==> src/rtl/imem_loader.sv <==
// imem_loader: loads a length-prefixed, big-endian byte stream into instruction memory
// and holds the processor in reset until the load completes.
// Stream format: count[15:8], count[7:0], then count words of 4 bytes each (MSB first).
// Optional trailing XOR checksum byte: define IMEM_LOADER_CHECKSUM_EN.

module imem_loader #(
  parameter int unsigned ADDR_W    = 8,
  parameter logic [31:0] BASE_ADDR = 32'h0000_0000
) (
  input  logic        i_clk,
  input  logic        i_rst,
  input  logic        i_start,
  input  logic [7:0]  i_byte_in,
  input  logic        i_byte_valid,
  output logic        o_byte_ready,
  output logic        o_mem_we,
  output logic [31:0] o_mem_addr,
  output logic [31:0] o_mem_wdata,
  output logic        o_cpu_rst,
  output logic        o_busy,
  output logic        o_done,
  output logic        o_error
);

  // Memory capacity in words; 33 bits so any ADDR_W up to 32 is representable.
  localparam logic [32:0] Cap = 33'd1 << ADDR_W;

  typedef enum logic [2:0] {
    StIdle, StHdrHi, StHdrLo, StData, StWrite, StChk, StDone
  } state_e;

  state_e      r_state;
  state_e      w_state_d;
  logic [7:0]  r_hdr_hi;
  logic [15:0] r_count;
  logic [15:0] r_index;
  logic [1:0]  r_byte_cnt;
  logic [23:0] r_word;
  logic [31:0] r_mem_addr;
  logic [31:0] r_mem_wdata;
  logic        r_done;
  logic        r_error;

  logic        w_xfer;
  logic        w_start_ok;
  logic [15:0] w_hdr_count;
  logic        w_hdr_over;
  logic        w_in_range;
  logic        w_last_word;

  assign w_xfer      = i_byte_valid && o_byte_ready;
  assign w_start_ok  = i_start && ((r_state == StIdle) || (r_state == StDone));
  assign w_hdr_count = {r_hdr_hi, i_byte_in};
  assign w_hdr_over  = ({17'd0, w_hdr_count} > Cap);
  // Words past capacity are consumed but never written, so the address never wraps.
  assign w_in_range  = ({17'd0, r_index} < Cap);
  assign w_last_word = (({1'b0, r_index} + 17'd1) == {1'b0, r_count});

  assign o_mem_addr  = r_mem_addr;
  assign o_mem_wdata = r_mem_wdata;
  assign o_done      = r_done;
  assign o_error     = r_error;

  // State register
  always_ff @(posedge i_clk or posedge i_rst) begin
    if (i_rst) begin
      r_state <= StIdle;
    end else begin
      r_state <= w_state_d;
    end
  end

  // Next-state logic and state-decoded outputs
  always_comb begin
    w_state_d    = r_state;
    o_byte_ready = 1'b0;
    o_mem_we     = 1'b0;
    o_busy       = 1'b1;
    o_cpu_rst    = 1'b1;
    case (r_state)
      StIdle: begin
        o_busy = 1'b0;
        if (i_start) w_state_d = StHdrHi;
      end
      StHdrHi: begin
        o_byte_ready = 1'b1;
        if (w_xfer) w_state_d = StHdrLo;
      end
      StHdrLo: begin
        o_byte_ready = 1'b1;
        if (w_xfer) w_state_d = (w_hdr_count == 16'd0) ? StDone : StData;
      end
      StData: begin
        o_byte_ready = 1'b1;
        if (w_xfer && (r_byte_cnt == 2'd3)) w_state_d = StWrite;
      end
      StWrite: begin
        o_mem_we = w_in_range;
        if (w_last_word) begin
`ifdef IMEM_LOADER_CHECKSUM_EN
          w_state_d = StChk;
`else
          w_state_d = StDone;
`endif
        end else begin
          w_state_d = StData;
        end
      end
      StChk: begin
        o_byte_ready = 1'b1;
        if (w_xfer) w_state_d = StDone;
      end
      StDone: begin
        o_busy    = 1'b0;
        o_cpu_rst = 1'b0;
        if (i_start) w_state_d = StHdrHi;
      end
      default: w_state_d = StIdle;
    endcase
  end

`ifdef IMEM_LOADER_CHECKSUM_EN
  logic [7:0] r_csum;

  // Running XOR of every header and data byte
  always_ff @(posedge i_clk or posedge i_rst) begin
    if (i_rst) begin
      r_csum <= 8'h00;
    end else if (w_start_ok) begin
      r_csum <= 8'h00;
    end else if (w_xfer && (r_state != StChk)) begin
      r_csum <= r_csum ^ i_byte_in;
    end
  end
`endif

  // Datapath: header capture, word assembly, write address/data, status flags
  always_ff @(posedge i_clk or posedge i_rst) begin
    if (i_rst) begin
      r_hdr_hi    <= 8'h00;
      r_count     <= 16'd0;
      r_index     <= 16'd0;
      r_byte_cnt  <= 2'd0;
      r_word      <= 24'd0;
      r_mem_addr  <= BASE_ADDR;
      r_mem_wdata <= 32'd0;
      r_done      <= 1'b0;
      r_error     <= 1'b0;
    end else begin
      // High only in the first cycle spent in DONE.
      r_done <= (w_state_d == StDone) && (r_state != StDone);
      case (r_state)
        StIdle, StDone: begin
          if (i_start) begin
            r_error    <= 1'b0;
            r_index    <= 16'd0;
            r_byte_cnt <= 2'd0;
          end
        end
        StHdrHi: begin
          if (w_xfer) r_hdr_hi <= i_byte_in;
        end
        StHdrLo: begin
          if (w_xfer) begin
            r_count <= w_hdr_count;
            if (w_hdr_over) r_error <= 1'b1;
          end
        end
        StData: begin
          if (w_xfer) begin
            r_byte_cnt <= r_byte_cnt + 2'd1;
            r_word     <= {r_word[15:0], i_byte_in};
            if ((r_byte_cnt == 2'd3) && w_in_range) begin
              r_mem_addr  <= BASE_ADDR + {14'd0, r_index, 2'b00};
              r_mem_wdata <= {r_word, i_byte_in};
            end
          end
        end
        StWrite: begin
          r_index <= r_index + 16'd1;
        end
        StChk: begin
`ifdef IMEM_LOADER_CHECKSUM_EN
          if (w_xfer && (i_byte_in != r_csum)) r_error <= 1'b1;
`endif
        end
        default: ;
      endcase
    end
  end

endmodule

==> config.mk <==
export PLATFORM = sky130hd
export DESIGN_NAME = imem_loader
export DESIGN_NICKNAME = d
export VERILOG_FILES = /design/src/rtl/imem_loader.sv
export SDC_FILE = /design/constraint.sdc
export NUM_CORES = 1
export LEC_CHECK = 0
export ABC_AREA = 1
export BUFFER_PORTS_ARGS = -buffer_cell sky130_fd_sc_hd__buf_2
export CAP_MARGIN = 5
export CORE_MARGIN = 10
export CORE_UTILIZATION = 55
export CTS_BUF_LIST = sky130_fd_sc_hd__clkbuf_2
export DETAILED_ROUTE_END_ITERATION = 10
export HOLD_SLACK_MARGIN = 0.1
export PLACE_DENSITY = 0.82
export SLEW_MARGIN = 25
export SYNTH_ARGS = -nofsm -noshare
export SYNTH_HDL_FRONTEND = slang
export SYNTH_SLANG_ARGS = --single-unit
==> constraint.sdc <==
create_clock -name i_clk -period 7.4 [get_ports i_clk]
set_clock_uncertainty 0.15 [all_clocks]
set_input_delay 0.37 -clock i_clk [delete_from_list [all_inputs] [get_ports i_clk]]
set_output_delay 0.37 -clock i_clk [all_outputs]
set_load 0.03 [all_outputs]
==> impl_results.md <==
- Flop2flop setup slack: 4.46 ns
- N_diodes: 0
- Post-synthesis compound-gate area fraction: 10.5%
- Post-synth EDFFs: 0
- R2r endpoint: o_mem_wdata[7]
- Final setup vio count: 0
- Die X-Extent: 119 µm
- Worst Max-Slew Pin Slew: 0.901 ns
- Post-CTS Resized: 0
- GRT Overall Usage: 18.4%
- Postcts setup bufs: 0
- CTS tree: built
- Routed Antenna Nets: 0
- Number of max-cap violations: 0
- Max-slew headroom: 39.8%
- Synth Instances: 639
- Worst Path Max Fanout: 72
- CTS Root Cell: clkbuf_2
- Mux share of post-synthesis cell area: 0%
- Die Area: 14200 µm²
- Syn Area/Cell: 8.44 µm²
- Max Root-Sink Buffers: 2
- Layout area overhead: 13.7%
- RSZ-0062 raised after global routing: no
- Hpwl dp: 9160 µm
- Top Ports: 82
- Yosys reg bits: 119
- Core Box Area: 9640 µm²
- Gpl congestion: 0.907
- Largest area contributor in the netlist: dfrtp_1
- DRC Markers: 0
- Main flop type after synthesis: dfrtp_1
- Crit share post-route: 39.8%
- Vias: 4549
- Clock-pin slew on the worst setup and hold paths: 0.21 ns
- Register area share after synthesis: 55.2%
- Effective utilization at floorplan: 55.9%
- CP Data Required Time: 7.83 ns
- Synth Area in XOR/XNOR: 1.23%
- CTS buffer count: 17
- H-tree depth: 4
- Largest family of logic cells by synthesized area: simple AND/OR/NAND/NOR gates
- First-pass GRT wire length: 21800 µm
- Share of cells above drive strength 1: 16.1%
- Simple-gate area share of the yosys netlist: 23.3%
- Synth top area share: 55.2%
- Total gr overflow: 0
- Layout Nets: 734
- Per-cell routed wire length: 14.9 µm
- Power Dens Cells: 344 nW/µm²
- Most frequent cells after synthesis: nand2_1, dfrtp_1, o21ai_0
- Sum Neg Setup Slack: 0 ns
- FF-to-FF Start: r_state[1]
- Fin crit period: 2.94 ns
- Critical Path AT: 3.37 ns
- Largest net degree at the start of global routing: 75
- Worst min path class: in2async
- Final hold violation count: 0
- Vias in the first global route: 4503
- Most numerous cell in the Yosys netlist: nand2_1
- Post-Syn Area: 5390 µm²
- Area contributors post-synth: dfrtp_1, nand2_1, o21ai_0, inv_1, nand3_1
- Leak: 3.11 nW
- Total chip power: 2.11 mW
- Critical Path Start Type: flip-flop
- Vert. Die Dim: 119 µm
- Synth cell types: 33
- Highest clock rate: 0.340 GHz
- IO Port Bufs: 65
- Reg2Reg Depth: 6
- Drt via density: 5.25
- Row count: 36
- Clk sinks: 119
- Pins over their slew limit: 0
- DR pass1 iterations: 7
- Outcome: complete, no violations
- Crit path kind: reg2reg
- DRT iter0 DRCs: 395
- Post-synth ARST share: 100%
- WL final: 12900 µm
- Yosys Warn Count: 0
- CP Capture Type: flip-flop
- Adder-cell share of the synthesized area: 0.464%
- Skew-Pair Late Insertion Delay: 0.69 ns
- Initial antenna violation count: 0
- Max VDD drop: 0.000234 V
critical path, stage by stage, from the launching register on:
cell,delay [ns]
dfrtp_1,0.48
nand2_1,0.08
nor2_1,0.31
nand3_2,0.21
nor2_4,0.39
clkinv_2,0.75
o21ai_0,0.44
what timing repair did:
action | CTS | global route
hold buffers | 14 | 0
endpoints found under the setup margin | 0 | 0
endpoints found under the hold margin | 90 | 0
sequential cells by signal, indices dropped and copies added (netlist names):
signal	cells
o_done	1
o_error	1
o_mem_addr	16
o_mem_wdata	32
r_byte_cnt	2
r_count	16
r_hdr_hi	8
r_index	16
r_state	3
r_word	24
cell families after synthesis:
group           after synthesis
simple gates                290
flops                       119
buf+inv                     113
compound gates              108
xor+xnor                      6
fa+ha+maj                     2
other cells                   1
worst max path at each step:
stage                     slack, ns  cells after the start        from              end
after CTS                      4.60                      4  r_state[1]         o_mem_we
after global routing           4.15                      6  r_state[1]   o_mem_wdata[4]
after global placement         5.04                      7  r_state[1]  o_mem_wdata[23]
after floorplan                3.72                      1       i_rst           o_done
after detailed placement       4.91                      6  r_state[0]  o_mem_wdata[13]
final                          4.46                      6  r_state[1]   o_mem_wdata[7]
area by class of cell:
cell class	instances	area (µm²)
Clock inverter	15	143
Timing Repair Buffer	81	480
Clock buffer	17	85.1
Inverter	79	300
Multi-Input combinational cell	422	1980
Sequential cell	119	2980
Fill cell	796	3510
Tap cell	133	166
layout by cell type, fill, tap and decap left out, types with 11 or more instances in the layout:
| cell | n |
|---|---|
| o21ai_0 | 86 |
| nor2_1 | 30 |
| inv_1 | 74 |
| dfrtp_1 | 119 |
| dlygate4sd3_1 | 14 |
| clkbuf_2 | 17 |
| buf_2 | 65 |
| nand3_1 | 36 |
| conb_1 | 16 |
| nand4_1 | 11 |
| nand2_1 | 189 |
metrics by stage:
step	instances	setup WS, ns	area [µm²]	hold slack, ns	util, %
2_1_floorplan	654	3.72	5450	0.299	-
3_3_place_gp	820	5.04	5760	0.301	59.7
3_5_place_dp	820	4.91	5760	0.313	59.7
4_1_cts	866	4.60	6130	0.114	63.6
5_1_grt	866	4.15	6130	0.117	63.6
6_report	866	4.46	6130	0.122	63.6
layer usage:
metal	wire length, µm	part of all wire (%)	up-vias	global-route usage [%]
met5	0	0	-	0
met4	281	2.2	0	7.71
met3	916	7.1	35	5.43
met2	6380	49	191	30.7
met1	5320	41	2144	21.8
li1	-	-	2179	-
power breakdown:
group | total (mW) | switching [mW] | leakage, nW | internal (mW)
sequential | 0.990 | 0.139 | 1.55 | 0.851
combinational | 0.712 | 0.495 | 1.43 | 0.217
clock | 0.404 | 0.276 | 0.132 | 0.128
No activity file was read; power rests on OpenSTA's default activity.
